### config.mk
export PLATFORM = sky130hd
export DESIGN_NAME = stopwatch_ctrl_flat
export DESIGN_NICKNAME = d
export VERILOG_FILES = /design/src/rtl/stopwatch_pkg.sv /design/src/rtl/stopwatch_ctrl_if.sv /design/src/rtl/tick_gen.sv /design/src/rtl/stopwatch_ctrl.sv /design/src/flat_wrapper.sv
export SDC_FILE = /design/constraint.sdc
export NUM_CORES = 1
export LEC_CHECK = 0
export ABC_AREA = 1
export CORE_MARGIN = 2
export CORE_UTILIZATION = 58
export CTS_CLUSTER_SIZE = 14
export DETAILED_ROUTE_END_ITERATION = 12
export DONT_BUFFER_PORTS = 1
export PLACE_DENSITY = 0.74
export SLEW_MARGIN = 10
export SYNTH_ARGS = -nofsm -noshare
export SYNTH_HDL_FRONTEND = slang
export SYNTH_SLANG_ARGS = --single-unit
### constraint.sdc
create_clock -name clk -period 1.5 [get_ports clk]
set_input_delay 0.375 -clock clk [delete_from_list [all_inputs] [get_ports clk]]
set_output_delay 0.375 -clock clk [all_outputs]
set_load 0.05 [all_outputs]
### src/rtl/stopwatch_pkg.sv
// Shared types and constants for the stopwatch control sequencer.
// Contents: FSM state encoding, digit-scan index constants and the scan-order helper.
package stopwatch_pkg;

  typedef enum logic [1:0] {
    IDLE  = 2'b00,
    RUN   = 2'b01,
    PAUSE = 2'b10,
    LAP   = 2'b11
  } sw_state_t;

  localparam int unsigned DIGIT_COUNT = 3;
  localparam int unsigned DIGIT_W     = 2;

  localparam logic [DIGIT_W-1:0] DIGIT_TENS   = DIGIT_W'(0);
  localparam logic [DIGIT_W-1:0] DIGIT_ONES   = DIGIT_W'(1);
  localparam logic [DIGIT_W-1:0] DIGIT_TENTHS = DIGIT_W'(DIGIT_COUNT - 1);

  // Scan order tens -> ones -> tenths -> tens; index 3 is never produced.
  function automatic logic [DIGIT_W-1:0] next_digit(input logic [DIGIT_W-1:0] d);
    logic [DIGIT_W-1:0] n;
    case (d)
      DIGIT_TENS: n = DIGIT_ONES;
      DIGIT_ONES: n = DIGIT_TENTHS;
      default:    n = DIGIT_TENS;
    endcase
    return n;
  endfunction

endpackage

### src/rtl/stopwatch_ctrl_if.sv
// Button inputs and datapath/display control outputs of the stopwatch sequencer.
// Ports: btn_start, btn_lap, cnt_at_max (to sequencer); cnt_en, cnt_clr, lap_load,
// disp_lap, digit_sel[1:0], state[1:0] (from sequencer).
// slave = sequencer side, master = button/datapath side.
interface stopwatch_ctrl_if;
  import stopwatch_pkg::*;

  logic               btn_start;
  logic               btn_lap;
  logic               cnt_at_max;
  logic               cnt_en;
  logic               cnt_clr;
  logic               lap_load;
  logic               disp_lap;
  logic [DIGIT_W-1:0] digit_sel;
  logic [1:0]         state;

  modport master (
    output btn_start, btn_lap, cnt_at_max,
    input  cnt_en, cnt_clr, lap_load, disp_lap, digit_sel, state
  );

  modport slave (
    input  btn_start, btn_lap, cnt_at_max,
    output cnt_en, cnt_clr, lap_load, disp_lap, digit_sel, state
  );
endinterface

### src/rtl/tick_gen.sv
// Modulo-DIV prescaler producing a one-cycle combinational tick on wrap.
// Ports: clk, reset_n (sync, active-low), run (count enable), clr (force count to 0),
// tick_c (high in the cycle the count sits at DIV-1 while running).
module tick_gen #(
  parameter int unsigned DIV = 2
) (
  input  logic clk,
  input  logic reset_n,
  input  logic run,
  input  logic clr,
  output logic tick_c
);

  localparam int unsigned CNT_W = (DIV > 1) ? $clog2(DIV) : 1;
  localparam logic [CNT_W-1:0] LAST = CNT_W'(DIV - 1);

  logic [CNT_W-1:0] count_q, count_d;

  // clr dominates run; the count holds when neither is asserted.
  always_comb begin
    count_d = count_q;
    tick_c  = 1'b0;
    if (clr) begin
      count_d = '0;
    end else if (run) begin
      if (count_q == LAST) begin
        count_d = '0;
        tick_c  = 1'b1;
      end else begin
        count_d = count_q + CNT_W'(1);
      end
    end
  end

  always_ff @(posedge clk) begin
    if (!reset_n) count_q <= '0;
    else          count_q <= count_d;
  end

endmodule

### src/rtl/stopwatch_ctrl.sv
// Stopwatch control sequencer: run/pause/lap FSM, counter/lap strobes, digit scan.
// Ports: clk, reset_n (sync, active-low), sw (stopwatch_ctrl_if.slave):
//   btn_start/btn_lap debounced levels, cnt_at_max; cnt_en/cnt_clr/lap_load strobes,
//   disp_lap level, digit_sel scan index, state for debug.
// Build option: define STOPWATCH_AUTOSTOP_EN to stop in PAUSE at 99.9 instead of wrapping.
module stopwatch_ctrl
  import stopwatch_pkg::*;
#(
  parameter int unsigned CLK_HZ  = 100000000,
  parameter int unsigned TICK_HZ = 10,
  parameter int unsigned SCAN_HZ = 1000
) (
  input logic             clk,
  input logic             reset_n,
  stopwatch_ctrl_if.slave sw
);

  localparam int unsigned TICK_DIV = CLK_HZ / TICK_HZ;
  localparam int unsigned SCAN_DIV = CLK_HZ / SCAN_HZ;

  generate
    if (TICK_DIV < 2 || SCAN_DIV < 2) begin : g_div_check
      $error("stopwatch_ctrl: TICK_DIV and SCAN_DIV must both be >= 2");
    end
  endgenerate

  sw_state_t          state_q, state_d;
  logic               btn_start_q, btn_start_d;
  logic               btn_lap_q, btn_lap_d;
  logic               cnt_en_q, cnt_en_d;
  logic               cnt_clr_q, cnt_clr_d;
  logic               lap_load_q, lap_load_d;
  logic               disp_lap_q, disp_lap_d;
  logic [DIGIT_W-1:0] digit_q, digit_d;

  logic start_ev_c, lap_ev_c;
  logic tick_run_c, tick_clr_c, tick_c, scan_tick_c;

  // Rising-edge detect; start wins a same-cycle collision.
  assign start_ev_c = sw.btn_start & ~btn_start_q;
  assign lap_ev_c   = sw.btn_lap & ~btn_lap_q & ~start_ev_c;

  // Counter prescaler runs in RUN/LAP, holds in PAUSE, is cleared in IDLE.
  assign tick_run_c = (state_q == RUN) || (state_q == LAP);
  assign tick_clr_c = (state_q == IDLE);

  tick_gen #(.DIV(TICK_DIV)) u_tick (
    .clk    (clk),
    .reset_n(reset_n),
    .run    (tick_run_c),
    .clr    (tick_clr_c),
    .tick_c (tick_c)
  );

  tick_gen #(.DIV(SCAN_DIV)) u_scan (
    .clk    (clk),
    .reset_n(reset_n),
    .run    (1'b1),
    .clr    (1'b0),
    .tick_c (scan_tick_c)
  );

`ifndef STOPWATCH_AUTOSTOP_EN
  // The datapath handles the 99.9 -> 00.0 wrap on its own.
  logic unused_at_max;
  assign unused_at_max = sw.cnt_at_max;
`endif

  // Next state and next registered outputs.
  always_comb begin
    state_d     = state_q;
    btn_start_d = sw.btn_start;
    btn_lap_d   = sw.btn_lap;
    cnt_en_d    = tick_c;
    cnt_clr_d   = 1'b0;
    lap_load_d  = 1'b0;
    disp_lap_d  = disp_lap_q;
    digit_d     = scan_tick_c ? next_digit(digit_q) : digit_q;

    unique case (state_q)
      IDLE: begin
        if (start_ev_c) state_d = RUN;
      end
      RUN: begin
        if (start_ev_c) begin
          state_d = PAUSE;
        end else if (lap_ev_c) begin
          state_d    = LAP;
          lap_load_d = 1'b1;
          disp_lap_d = 1'b1;
        end
      end
      LAP: begin
        if (start_ev_c) begin
          state_d    = PAUSE;
          disp_lap_d = 1'b0;
        end else if (lap_ev_c) begin
          state_d    = RUN;
          disp_lap_d = 1'b0;
        end
      end
      PAUSE: begin
        if (start_ev_c) begin
          state_d = RUN;
        end else if (lap_ev_c) begin
          state_d   = IDLE;
          cnt_clr_d = 1'b1;
        end
      end
    endcase

`ifdef STOPWATCH_AUTOSTOP_EN
    // tick_c only fires in RUN/LAP; at 99.9 the tick is swallowed and we park.
    if (tick_c && sw.cnt_at_max) begin
      cnt_en_d   = 1'b0;
      state_d    = PAUSE;
      disp_lap_d = 1'b0;
      lap_load_d = 1'b0;
    end
`endif
  end

  // History resets high so a button held through reset is not an event.
  always_ff @(posedge clk) begin
    if (!reset_n) begin
      state_q     <= IDLE;
      btn_start_q <= 1'b1;
      btn_lap_q   <= 1'b1;
      cnt_en_q    <= 1'b0;
      cnt_clr_q   <= 1'b1;
      lap_load_q  <= 1'b0;
      disp_lap_q  <= 1'b0;
      digit_q     <= DIGIT_TENS;
    end else begin
      state_q     <= state_d;
      btn_start_q <= btn_start_d;
      btn_lap_q   <= btn_lap_d;
      cnt_en_q    <= cnt_en_d;
      cnt_clr_q   <= cnt_clr_d;
      lap_load_q  <= lap_load_d;
      disp_lap_q  <= disp_lap_d;
      digit_q     <= digit_d;
    end
  end

  assign sw.cnt_en    = cnt_en_q;
  assign sw.cnt_clr   = cnt_clr_q;
  assign sw.lap_load  = lap_load_q;
  assign sw.disp_lap  = disp_lap_q;
  assign sw.digit_sel = digit_q;
  assign sw.state     = 2'(state_q);

endmodule

### src/flat_wrapper.sv
// flat-port wrapper written by rule: the top's interface ports become plain ports
module stopwatch_ctrl_flat import stopwatch_pkg::*;
#(
  parameter int unsigned CLK_HZ  = 100000000,
  parameter int unsigned TICK_HZ = 10,
  parameter int unsigned SCAN_HZ = 1000
)
  (clk, reset_n, sw_btn_start, sw_btn_lap, sw_cnt_at_max, sw_cnt_en, sw_cnt_clr, sw_lap_load, sw_disp_lap, sw_digit_sel, sw_state);
  stopwatch_ctrl_if sw_i ();
  input logic clk;
  input logic reset_n;
  input wire logic [$bits(sw_i.btn_start)-1:0] sw_btn_start;
  input wire logic [$bits(sw_i.btn_lap)-1:0] sw_btn_lap;
  input wire logic [$bits(sw_i.cnt_at_max)-1:0] sw_cnt_at_max;
  output wire logic [$bits(sw_i.cnt_en)-1:0] sw_cnt_en;
  output wire logic [$bits(sw_i.cnt_clr)-1:0] sw_cnt_clr;
  output wire logic [$bits(sw_i.lap_load)-1:0] sw_lap_load;
  output wire logic [$bits(sw_i.disp_lap)-1:0] sw_disp_lap;
  output wire logic [$bits(sw_i.digit_sel)-1:0] sw_digit_sel;
  output wire logic [$bits(sw_i.state)-1:0] sw_state;
  assign sw_i.btn_start = sw_btn_start;
  assign sw_i.btn_lap = sw_btn_lap;
  assign sw_i.cnt_at_max = sw_cnt_at_max;
  assign sw_cnt_en = sw_i.cnt_en;
  assign sw_cnt_clr = sw_i.cnt_clr;
  assign sw_lap_load = sw_i.lap_load;
  assign sw_disp_lap = sw_i.disp_lap;
  assign sw_digit_sel = sw_i.digit_sel;
  assign sw_state = sw_i.state;
  stopwatch_ctrl #(.CLK_HZ(CLK_HZ), .TICK_HZ(TICK_HZ), .SCAN_HZ(SCAN_HZ)) u_core (.clk(clk), .reset_n(reset_n), .sw(sw_i));
endmodule
# --- After elaboration in Yosys (flattened, before gate mapping) ---
# Index checks and enable logic that the tools add are counted.
word_totals:
  register_bits: 51
  wordCells: 62
op_classes:
  addsub: 2
  n_eq_ne: 12
  mux: 20
  bitwise_logic: 8
  n_reduce_logical: 10
ops:
  columns: ["op", "count"]
  rows:
  - ["$add 24x1->24 const B", 1]
  - ["$eq 24x24->1 const B", 1]
  - ["$mux 24", 1]
  - ["$add 17x1->17 const B", 1]
  - ["$eq 17x17->1 const B", 1]
  - ["$mux 2", 7]
  - ["$mux 1", 9]
  - ["$ne 3x1->1 const B", 3]
  - ["$pmux 2 s4", 1]
  - ["$reduce_and 4->1", 2]
  - ["$not 1->1", 5]
  - ["$eq 2x1->1 const B", 2]
  - ["$eq 2x2->1 const B", 2]
  - ["$logic_not 2->1", 2]
  - ["$ne 2x1->1 const B", 2]
  - ["$pmux 2 s2", 1]
  - ["$reduce_or 2->1", 2]
  - ["$and 1x1->1", 3]
  - ["$reduce_or 3->1", 1]
  - ["$ne 2x2->1 const B", 1]
  - ["$pmux 1 s2", 1]
  - ["$reduce_and 2->1", 1]
  - ["$reduce_bool 2->1", 1]
  - ["$logic_or 1x1->1", 1]

# --- Longest topological paths before layout ---
# Gate-level depths: netlist of the first run.
depth:
  ltp_word: 7
  mapped_depth: 9
  depth_no_buf: 9

# --- Hierarchy ---
# Synthesis of the first run repeated with hierarchy kept, for this count alone.
hier_totals:
  hier_cells: 432
  hier_area_um2: 2773.9
by_module_without_submodules:
  columns: ["module", "instances", "cells_each", "area_each_um2", "seq_area_each_um2"]
  rows:
  - ["tick_gen (u_core.u_tick)", 1, 230, 1438.9, 480.5]
  - ["tick_gen (u_core.u_scan)", 1, 146, 932.1, 340.3]
  - ["stopwatch_ctrl", 1, 56, 402.9, 200.2]

# --- Worst setup path after synthesis of the first run ---
# Ideal clock, no wire load.
synth_path:
  path_kind: "register to register"
  startpoint: "register u_core.state_q[0] (netlist: u_core.sw.state[0])"
  endpoint: "register u_core.u_tick.count_q[21]"
  setup_ps: 115
  arrival_ps: 1561
  path_slack_ps: -176
  stages_incl_launch_ff: 10
  path_buffers: 2
  synth_period_minus_slack_ps: 1676
  path_cell_list: "dfxtp_1 > buf_4 > inv_4 > buf_6 > nor2_8 > nand3_4 > nor2_4 > nand3_1 > nand2_1 > nor2_1"
synth_via:
  elab_chain_cells: 2
  elab_cells_between_ends: 5
  cone_classes: "eq/ne: 2; reduce/logical: 3"
synth_lines:
  columns: ["item", "line", "source"]
  rows:
  - ["start: declaration", "stopwatch_ctrl.sv:27", "sw_state_t state_q, state_d;"]
  - ["start signal: assignment", "stopwatch_ctrl.sv:135", "state_q <= state_d;"]
  - ["$eq 2x1->1, or another cell as far along", "stopwatch_ctrl.sv:44", "assign tick_run_c = (state_q == RUN) || (state_q == LAP);"]
  - ["$logic_or 1x1->1 / $reduce_or 2->1 (equally long branches)", null, null]
  - ["end signal: assignment", "tick_gen.sv:37", "else count_q <= count_d;"]
  - ["end: declaration", "tick_gen.sv:17", "logic [CNT_W-1:0] count_q, count_d;"]
# Several ways; a longest one is shown, not always the timed one.
# A chain may end at the register's enable or synchronous reset.

# --- Final worst setup path of the first run ---
layout_path:
  startpoint: "register u_core.u_tick.count_q[1]"
  endpoint: "register u_core.u_tick.count_q[14]"
layout_via:
  elab_chain_cells: 2
  elab_cells_between_ends: 3
  cone_classes: "add/sub: 1; eq/ne: 1; mux: 1"
layout_lines:
  columns: ["item", "line", "source"]
  rows:
  - ["$add 24x1->24 / $eq 24x24->1 (equally long branches)", "tick_gen.sv:30, tick_gen.sv:26", null]
  - ["$mux 24 *", "tick_gen.sv:26", "if (count_q == LAST) begin"]
# Mark *: on every way between the ends. The rest lies on a longest branch, timed or not.

==> impl_metrics.env, run 1 <==
export IMPL_crit_path_max_fanout=5
export IMPL_grt_max_degree=17
export IMPL_rsz0062_at_grt="false"
export IMPL_rows=24
export IMPL_yosys_warnings=0
export IMPL_grt_pass1_vias=2120
export IMPL_post_route_period_util_pct=94.2
export IMPL_endpoint_kind="flop"
export IMPL_gp_congestion=0.889
export IMPL_cts_buffers_inserted=5
export IMPL_netlist_instances=387
export IMPL_core_area_mm2=0.00438
export IMPL_final_setup_tns_ns=0
export IMPL_grtUsageTotal_pct=22.0
export IMPL_max_slew_worst_pin_slew_ns=0.572
export IMPL_cts_root_buf="clkbuf_8"
export IMPL_viasPerCell=5.16
export IMPL_die_area_mm2=0.00516
export IMPL_grt_overflow_total=0
export IMPL_clk_pin_slew_ns=0.09
export IMPL_cap_violations=0
export IMPL_via_count=2364
export IMPL_worstPathRequired_ns=1.71
export IMPL_max_freq_mhz=708
export IMPL_powerDensity_mw_per_mm2=755
export IMPL_finalSetupViolCount=0
export IMPL_instances_no_fill=458
export IMPL_synthAdderAreaFrac_pct=0.937
export IMPL_avgSynthCellArea_um2=6.90
export IMPL_final_common_cell="nand2_1"
export IMPL_synth_area_mm2=0.00267
export IMPL_fin_nets=412
export IMPL_fillers=366
export IMPL_gr_usage_met2_pct=33.3
export IMPL_synthArstFlopShare_pct=0
export IMPL_area_growth_syn_to_layout_pct=12.2
export IMPL_start_kind="flop"
export IMPL_drv_slew=0
export IMPL_dpl_cell_count=446
export IMPL_ir_drop_mv=0.635
export IMPL_layout_min_cycle_time_ns=1.41
export IMPL_yosys_area_share_simple_pct=41.4
export IMPL_path_class="reg2reg"
export IMPL_synth_edf_count=0
export IMPL_initialDrtViolationCount=139
export IMPL_num_io_pins=13
export IMPL_hpwl_um=3810
export IMPL_portBuffers=0
export IMPL_dr_pass1_iters=5
export IMPL_ys_types=34
export IMPL_die_y_um=71.9
export IMPL_antenna_found_initial=0
export IMPL_synth_compound_area_share_pct=7.12
export IMPL_p_leak_nw=1.06
export IMPL_skew_ns=0.00511
export IMPL_synth_seq_cells=51
export IMPL_clockBufferDepth=2
export IMPL_run_status="complete, no violations"
export IMPL_fp_dieW_um=71.9
export IMPL_cts_sinks=51
export IMPL_grt_first_pass_wirelength_um=9010
export IMPL_worstPathArrival_ns=1.62
export IMPL_htreeDepth=2
export IMPL_final_cell_mix="84 x nand2_1, 66 x nor2_1, 49 x inv_1"
export IMPL_cts_tree="yes"
export IMPL_synthXorXnorAreaFrac_pct=2.30
export IMPL_synth_top_family_by_area="simple AND/OR/NAND/NOR gates"
export IMPL_busiest_layer="met2"
export IMPL_drive_above_1_share_pct=17.7
export IMPL_clkLatencyLatePin_ns=0.31
export IMPL_wl_per_cell_um=11.8
export IMPL_antenna_left=0
export IMPL_hp_class="in2reg"
export IMPL_synth_fp_nets=394
export IMPL_grt_use_met3_pct=5.34
export IMPL_post_route_drc_count=0
export IMPL_finalPower_mw=2.26
export IMPL_maxSlewHeadroom_pct=61.8
export IMPL_synthFlopType="dfxtp_1"
export IMPL_n_antenna_cell=0
export IMPL_start_util_pct=60.9
export IMPL_finalHoldViolations=0
export IMPL_yosysSeqAreaShare_pct=38.2
export IMPL_grtUsageMet1_pct=31.0
export IMPL_wl_um=5410
export IMPL_synth_mux_area_share_pct=0.375
## layer usage
| metal | vias up | wire length (um) | part of all wire [%] |
|---|---|---|---|
| met4 | 0 | 75 | 1.4 |
| met2 | 35 | 2330 | 43 |
| met1 | 1062 | 2790 | 52 |
| li1 | 1260 | - | - |
| met3 | 7 | 215 | 4.0 |
| met5 | - | 0 | 0 |
## registers in the layout, indices dropped and copies added, names as in the netlist, 2 cells and up
| register | flops |
|---|---|
| u_core.u_tick.count_q | 24 |
| u_core.u_scan.count_q | 17 |
| u_core.sw.digit_sel | 2 |
| u_core.sw.state | 2 |
## kinds of logic (layout without fill, tap and decap cells)
| kind of cell | count (synthesis) | count (layout) |
|---|---|---|
| compound gates | 34 | 34 |
| xor+xnor | 7 | 7 |
| fa+ha+maj | 2 | 2 |
| buf+inv | 60 | 77 |
| flops | 51 | 51 |
| mux | 1 | 1 |
| simple gates | 232 | 234 |
## worst max-delay path, cell delays in order (launching register included)
cell,delay (ns)
dfxtp_2,0.36
ha_4,0.16
nand2_4,0.06
nor2_4,0.12
nand2_2,0.09
nor2_4,0.20
buf_4,0.15
nand4_1,0.07
nand2_1,0.08
nor2_1,0.04
## through the flow
| stage | hold slack (ns) | instance area (um2) | util [%] | setup slack [ns] |
|---|---|---|---|---|
| 3_5_place_dp | 0.448 | 2780 | 63.4 | 0.0458 |
| 5_1_grt | 0.111 | 3000 | 68.4 | 0.00159 |
| 4_1_cts | 0.118 | 2860 | 65.3 | 0.0296 |
| 6_report | 0.130 | 3000 | 68.4 | 0.0867 |
| 3_3_place_gp | 0.446 | 2780 | 63.4 | 0.0879 |
| 2_1_floorplan | 0.440 | 2670 | - | 0.00193 |
## report_power, final
group	internal [mW]	switching, mW	total [mW]	leakage [nW]
sequential	1.37	0.0194	1.39	0.414
clock	0.327	0.454	0.781	0.0412
combinational	0.0304	0.0640	0.0944	0.606
## cells in the mapped netlist, types with 3 or more instances
master	instances	share of area (%)
nor3_1	16	3.0
buf_6	3	1.3
xor2_1	6	2.0
inv_2	5	0.70
o21bai_1	3	0.84
inv_1	49	6.9
nor2_2	6	1.4
a21oi_1	18	3.4
nand3_2	4	1.5
nor2_1	70	9.8
nor2_4	5	2.1
nand3_1	19	3.6
nand2_1	86	12
o21ai_1	3	0.56
nand2_2	4	0.94
nand4_1	11	2.6
o21ai_0	6	1.1
dfxtp_1	51	38
## cell type report
class	count	area, um2	area share (%)
sequential	51	1020	34.2
clock inverter	2	12.5	0.418
tap	52	65.1	2.17
clock buffer	6	72.6	2.42
inverter	55	209	6.97
timing repair buffer	14	105	3.51
multi-input combinational	278	1510	50.3
## repair_timing
| item | in CTS | in global routing |
|---|---|---|
| hold buffers | 0 | 0 |
| gates resized for setup | 0 | 22 |
| setup endpoints to repair | 0 | 37 |
| buffers inserted | 0 | 2 |
| endpoints found under the hold margin | 0 | 0 |
## final timing paths
check                           depth (start not counted)  slack [ns]                         to                       from
worst min register to register                          2        0.48  u_core.u_scan.count_q[15]  u_core.u_scan.count_q[15]
worst max-delay path                                    9        0.09  u_core.u_tick.count_q[14]   u_core.u_tick.count_q[1]
worst max register to register                          9        0.09  u_core.u_tick.count_q[14]   u_core.u_tick.count_q[1]
worst min-delay path                                    1        0.13           u_core.btn_lap_q                    reset_n
Power figures use the tool's default switching activity.
==> run 2: changes to the inputs <==
CORE_MARGIN = default   (was 2)
==> run 2 against run 1 <==
  * Clock-buffer cell count shrank 1
  * Combinational power down 4.3%
  * Clock power grew 3.2%
  * Cell count stayed put
  * First-iteration DRC count increased by 2.2%
  * Cell area is 0.38% lower
  * Maximum frequency is 0.45% higher
  * Power is 0.87% higher
  * Critical endpoint is now u_core.u_tick.count_q[12]
==> impl_metrics.env, run 2 (same netlist as run 1, synthesis figures left out) <==
export IMPL_postLayoutCoreUtil_pct=68.1
export IMPL_cts_hold_buf=0
export IMPL_finalSetupViolCount=0
export IMPL_cap_violations=0
export IMPL_grt_pass1_vias=2148
export IMPL_antenna_left=0
export IMPL_clkLatencyLatePin_ns=0.30
export IMPL_clockBufferDepth=2
export IMPL_reg2reg_slack_ns=0.09
export IMPL_clk_pin_slew_ns=0.10
export IMPL_n_antenna_cell=0
export IMPL_p_leak_nw=1.07
export IMPL_skew_ns=0.0105
export IMPL_worstPathArrival_ns=1.61
export IMPL_start_util_pct=60.9
export IMPL_path_class="reg2reg"
export IMPL_endpoint_kind="flop"
export IMPL_r2r_start="u_core.u_tick.count_q[1]"
export IMPL_cts_tree="yes"
export IMPL_grt_first_pass_wirelength_um=9070
export IMPL_drv_slew=0
export IMPL_grtUsageTotal_pct=22.8
export IMPL_dpl_cell_count=446
export IMPL_rsz0062_at_grt="true"
export IMPL_worstPathRequired_ns=1.70
export IMPL_final_common_cell="nand2_1"
export IMPL_max_freq_mhz=711
export IMPL_hp_class="in2reg"
export IMPL_design_area_mm2=0.00299
export IMPL_dr_pass1_iters=4
export IMPL_cp_depth=9
export IMPL_core_area_mm2=0.00438
export IMPL_powerDensity_mw_per_mm2=764
export IMPL_cts_root_buf="clkbuf_8"
export IMPL_die_y_um=69.9
export IMPL_viasPerCell=5.20
export IMPL_num_io_pins=13
export IMPL_wl_per_cell_um=11.7
export IMPL_run_status="complete, no violations"
export IMPL_initialDrtViolationCount=142
export IMPL_fin_nets=412
export IMPL_drive_above_1_share_pct=17.7
export IMPL_regMostFlops="u_core.u_tick.count_q"
export IMPL_placed_area_mm2=0.00278
export IMPL_slowest_delay_ns=0.37
export IMPL_die_area_mm2=0.00488
export IMPL_final_cell_mix="84 x nand2_1, 66 x nor2_1, 49 x inv_1"
export IMPL_cts_buffers_inserted=5
export IMPL_area_growth_syn_to_layout_pct=11.8
export IMPL_finalPower_mw=2.28
export IMPL_layout_min_cycle_time_ns=1.41
export IMPL_instances_no_fill=458
export IMPL_via_count=2380
export IMPL_start_kind="flop"
export IMPL_max_slew_worst_pin_slew_ns=0.572
export IMPL_rr_endpoint="u_core.u_tick.count_q[12]"
export IMPL_finalHoldViolations=0
export IMPL_maxSlewHeadroom_pct=61.8
export IMPL_cts_sinks=51
export IMPL_grt_overflow_total=0
export IMPL_rows=24
export IMPL_crit_family="simple AND/OR/NAND/NOR gates"
export IMPL_post_route_drc_count=0
export IMPL_ir_drop_mv=0.581
export IMPL_startpoint="u_core.u_tick.count_q[1]"
export IMPL_grt_max_degree=18
export IMPL_crit_path_frequent_cell="nor2_4"
export IMPL_htreeDepth=2
export IMPL_crit_chain="ha_4, nand2_2, nor2_4, nand2_4, nor2_4, buf_4, nand3_1, nand2_1, nor2_1"
export IMPL_portBuffers=0
export IMPL_fp_dieW_um=69.9
export IMPL_crit_path_max_fanout=6
export IMPL_endpoint="u_core.u_tick.count_q[12]"
export IMPL_largest_reg_flops=24
export IMPL_wl_um=5360
export IMPL_reg_top3="u_core.u_tick.count_q: 24 flops, u_core.u_scan.count_q: 17 flops"
export IMPL_antenna_found_initial=0
export IMPL_path_buf_inv=1
export IMPL_reg2regPathDepth=9
export IMPL_hpwl_um=3930
export IMPL_post_route_period_util_pct=93.8
export IMPL_cp_slowest_cell="dfxtp_2"
export IMPL_final_setup_tns_ns=0
export IMPL_gp_congestion=0.875
run 2: cell types whose count changed in the layout (fill, tap and decap cells not counted), sizes merged:
cell / before / now
inv: 55 / 56
clkinv: 1 / 2
nand2: 92 / 91
clkinvlp: 1 / 0
clkbuf: 6 / 5
buf: 14 / 15
run 2: worst min path at each step:
stage / start / endpoint / cells after the start
CTS: reset_n / u_core.btn_lap_q / 1
floorplan: u_core.u_scan.count_q[0] / u_core.u_scan.count_q[0] / 1
detailed placement: reset_n / u_core.btn_lap_q / 1
finish: reset_n / u_core.btn_lap_q / 1
global placement: reset_n / u_core.btn_start_q / 1
global route: reset_n / u_core.btn_lap_q / 1
run 2: layout make-up:
cell class	count	area [um2]
Multi-Input combinational cell	277	1480
Fill cell	383	1400
Sequential cell	51	1030
Inverter	55	209
Timing Repair Buffer	15	113
Clock buffer	5	68.8
Tap cell	52	65.1
Clock inverter	3	22.5
run 2: layer usage:
metal	up-vias	GRT usage [%]	wire (um)	part of all wire, %
li1	1253	-	-	-
met1	1085	32.1	2660	49
met2	38	35.8	2410	45
met3	4	5.92	261	4.9
met4	0	4.00	35	0.65
met5	-	0	0	0
run 2: worst reg2reg max path, stage by stage, from the launching register on:
cell	delay, ns
dfxtp_2	0.37
ha_4	0.15
nand2_2	0.07
nor2_4	0.14
nand2_4	0.07
nor2_4	0.21
buf_4	0.14
nand3_1	0.05
nand2_1	0.07
nor2_1	0.04
run 2: where the power goes:
group          internal, mW  total, mW  switching (mW)
clock network         0.335      0.806           0.471
logic                0.0277     0.0903          0.0626
registers              1.37       1.39          0.0175
run 2: stage by stage:
stage	hold slack, ns	worst slack, ns
2_1_floorplan	0.440	0.00193
3_3_place_gp	0.446	0.0880
3_5_place_dp	0.448	0.0512
4_1_cts	0.126	0.0392
5_1_grt	0.110	-0.0262
6_report	0.138	0.0930
run 2: what timing repair did:
item | 4_1_cts | 5_1_grt
setup buffers | 0 | 3
gates resized for setup | 0 | 21
endpoints found under the setup margin | 0 | 33
endpoints found under the hold margin | 0 | 0
==> run 3: changes to the inputs <==
--- a/config.mk
+++ b/config.mk
@@ -7,4 +7,5 @@
 export LEC_CHECK = 0
 export ABC_AREA = 1
+export CORE_ASPECT_RATIO = 0.5
 export CORE_UTILIZATION = 58
 export CTS_CLUSTER_SIZE = 14
==> constraint.sdc (replaced) <==
create_clock -name clk -period 1.5 [get_ports clk]
set_input_delay 0.375 -clock clk [delete_from_list [all_inputs] [get_ports clk]]
set_output_delay 0.375 -clock clk [all_outputs]
set_load 0.01 [all_outputs]
==> run 3 against run 2 <==
  * Sequential power about the same
  * Largest cell class unchanged
  * Clock power decreased by 5.1%
  * Highest routed layer unchanged
  * First-iteration DRC count shrank 20%
  * Critical endpoint is now u_core.u_scan.count_q[8]
  * Maximum frequency is 1.8% lower
  * Critical path depth is 3 lower
  * Worst hold slack improved by 0.0043 ns
  * Non-clock buffer count shrank 7
  * Combinational power decreased by 6.6%
==> impl_metrics.env, run 3 (same netlist as run 1, synthesis figures left out) <==
export IMPL_viasPerCell=5.18
export IMPL_rr_endpoint="u_core.u_scan.count_q[8]"
export IMPL_rows=17
export IMPL_via_count=2360
export IMPL_reg2regPathDepth=6
export IMPL_cts_root_buf="clkbuf_8"
export IMPL_multi_input_area_mm2=0.00145
export IMPL_clockBufferDepth=2
export IMPL_core_area_mm2=0.00440
export IMPL_worstPathRequired_ns=1.69
export IMPL_dr_pass1_iters=4
export IMPL_hold_path_cell_count=1
export IMPL_post_route_drc_count=0
export IMPL_grt_pass1_vias=2099
export IMPL_hold_start="reset_n"
export IMPL_postLayoutCoreUtil_pct=65.8
export IMPL_die_y_um=50.0
export IMPL_die_area_mm2=0.00490
export IMPL_start_util_pct=60.6
export IMPL_design_area_mm2=0.00290
export IMPL_drv_slew=0
export IMPL_wl_per_cell_um=11.6
export IMPL_cts_hold_buf=0
export IMPL_clk_pin_slew_ns=0.09
export IMPL_htreeDepth=2
export IMPL_grt_max_degree=17
export IMPL_finalSetupViolCount=0
export IMPL_cts_tree="yes"
export IMPL_placed_area_mm2=0.00275
export IMPL_skew_ns=0.00509
export IMPL_portBuffers=0
export IMPL_ir_drop_mv=0.450
export IMPL_cap_violations=0
export IMPL_run_status="complete, no violations"
export IMPL_max_slew_worst_pin_slew_ns=0.377
export IMPL_finalHoldViolations=0
export IMPL_final_common_cell="nand2_1"
export IMPL_num_io_pins=13
export IMPL_fillers=397
export IMPL_reg2reg_slack_ns=0.07
export IMPL_p_leak_nw=1.02
export IMPL_crit_path_max_fanout=8
export IMPL_max_freq_mhz=698
export IMPL_hp_class="in2reg"
export IMPL_powerDensity_mw_per_mm2=768
export IMPL_largest_reg_flops=24
export IMPL_r2r_start="u_core.u_scan.count_q[1]"
export IMPL_regMostFlops="u_core.u_tick.count_q"
export IMPL_instances_no_fill=456
export IMPL_grt_first_pass_wirelength_um=8950
export IMPL_hpwl_um=3890
export IMPL_seqCellArea_mm2=0.00102
export IMPL_maxSlewHeadroom_pct=74.7
export IMPL_initialDrtViolationCount=113
export IMPL_n_antenna_cell=0
export IMPL_drive_above_1_share_pct=15.3
export IMPL_rsz0062_at_grt="true"
export IMPL_area_growth_syn_to_layout_pct=8.58
export IMPL_fin_nets=405
export IMPL_whs_endpoint="u_core.btn_lap_q"
export IMPL_final_setup_tns_ns=0
export IMPL_cts_sinks=51
export IMPL_finalPower_mw=2.23
export IMPL_cts_buffers_inserted=5
export IMPL_layout_min_cycle_time_ns=1.43
export IMPL_endpoint_kind="flop"
export IMPL_path_class="reg2reg"
export IMPL_dpl_cell_count=446
export IMPL_post_route_period_util_pct=95.5
export IMPL_worstPathArrival_ns=1.63
export IMPL_wl_um=5300
export IMPL_clkLatencyLatePin_ns=0.30
export IMPL_antenna_left=0
export IMPL_fp_dieW_um=98.0
export IMPL_grt_overflow_total=0
export IMPL_antenna_found_initial=0
export IMPL_start_kind="flop"
export IMPL_reg_top3="u_core.u_tick.count_q: 24 flops, u_core.u_scan.count_q: 17 flops"
export IMPL_final_cell_mix="83 x nand2_1, 68 x nor2_1, 49 x inv_1, 49 x dfxtp_1"
export IMPL_grtUsageTotal_pct=23.0
export IMPL_gp_congestion=0.944
[run 3: changes by cell type in the layout (fill, tap and decap cells not counted), sizes merged]
cell | previous run | this run
clkinv | 2 | 3
nand2 | 91 | 92
nor2 | 83 | 82
buf | 15 | 8
inv | 56 | 55
[run 3: per-stage QoR]
step / setup WS, ns / hold WS (ns)
floorplan: 0.148 / 0.440
global placement: 0.118 / 0.450
detailed placement: 0.0784 / 0.450
CTS: 0.0650 / 0.127
global route: -0.0176 / 0.128
finish: 0.0669 / 0.142
[run 3: worst max-delay path, stage by stage (launching register included)]
cell and delay [ns]:
dfxtp_1 0.37, ha_1 0.26, nand3_4 0.12, nor2_2 0.17, nand3_4 0.16, nand2_4 0.17, a21oi_1 0.06
[run 3: timing repair]
action | in CTS | in global routing
buffers inserted | 0 | 1
endpoints found under the setup margin | 0 | 24
gates resized for setup | 0 | 13
[run 3: routing by layer]
layer	part of all wire [%]	global-route usage (%)	wire, um
met5	0	0	0
met1	51	29.8	2690
met4	0.89	7.83	47
met2	46	38.6	2420
met3	2.8	4.68	149
[run 3: how the worst max path moves through the flow]
stage               slack, ns                   endpoint                startpoint  cells after the start
detailed placement       0.08  u_core.u_scan.count_q[14]  u_core.u_scan.count_q[1]                      6
global route            -0.02  u_core.u_tick.count_q[18]  u_core.u_tick.count_q[3]                      8
CTS                      0.07  u_core.u_tick.count_q[18]  u_core.u_tick.count_q[0]                      9
global placement         0.12  u_core.u_tick.count_q[18]  u_core.u_tick.count_q[0]                      8
finish                   0.07   u_core.u_scan.count_q[8]  u_core.u_scan.count_q[1]                      6
floorplan                0.15   u_core.u_tick.count_q[5]  u_core.u_tick.count_q[0]                      9
[run 3: layout make-up]
class	count	share of cell area, %
Clock buffer	5	2.37
Clock inverter	3	0.518
Inverter	55	7.21
Multi-Input combinational cell	277	50.1
Sequential cell	51	35.3
Tap cell	57	2.46
Timing Repair Buffer	8	2.07
[run 3: report_power, final]
group	switching, mW	internal, mW
registers	0.0109	1.37
logic	0.0561	0.0281
clock network	0.445	0.320
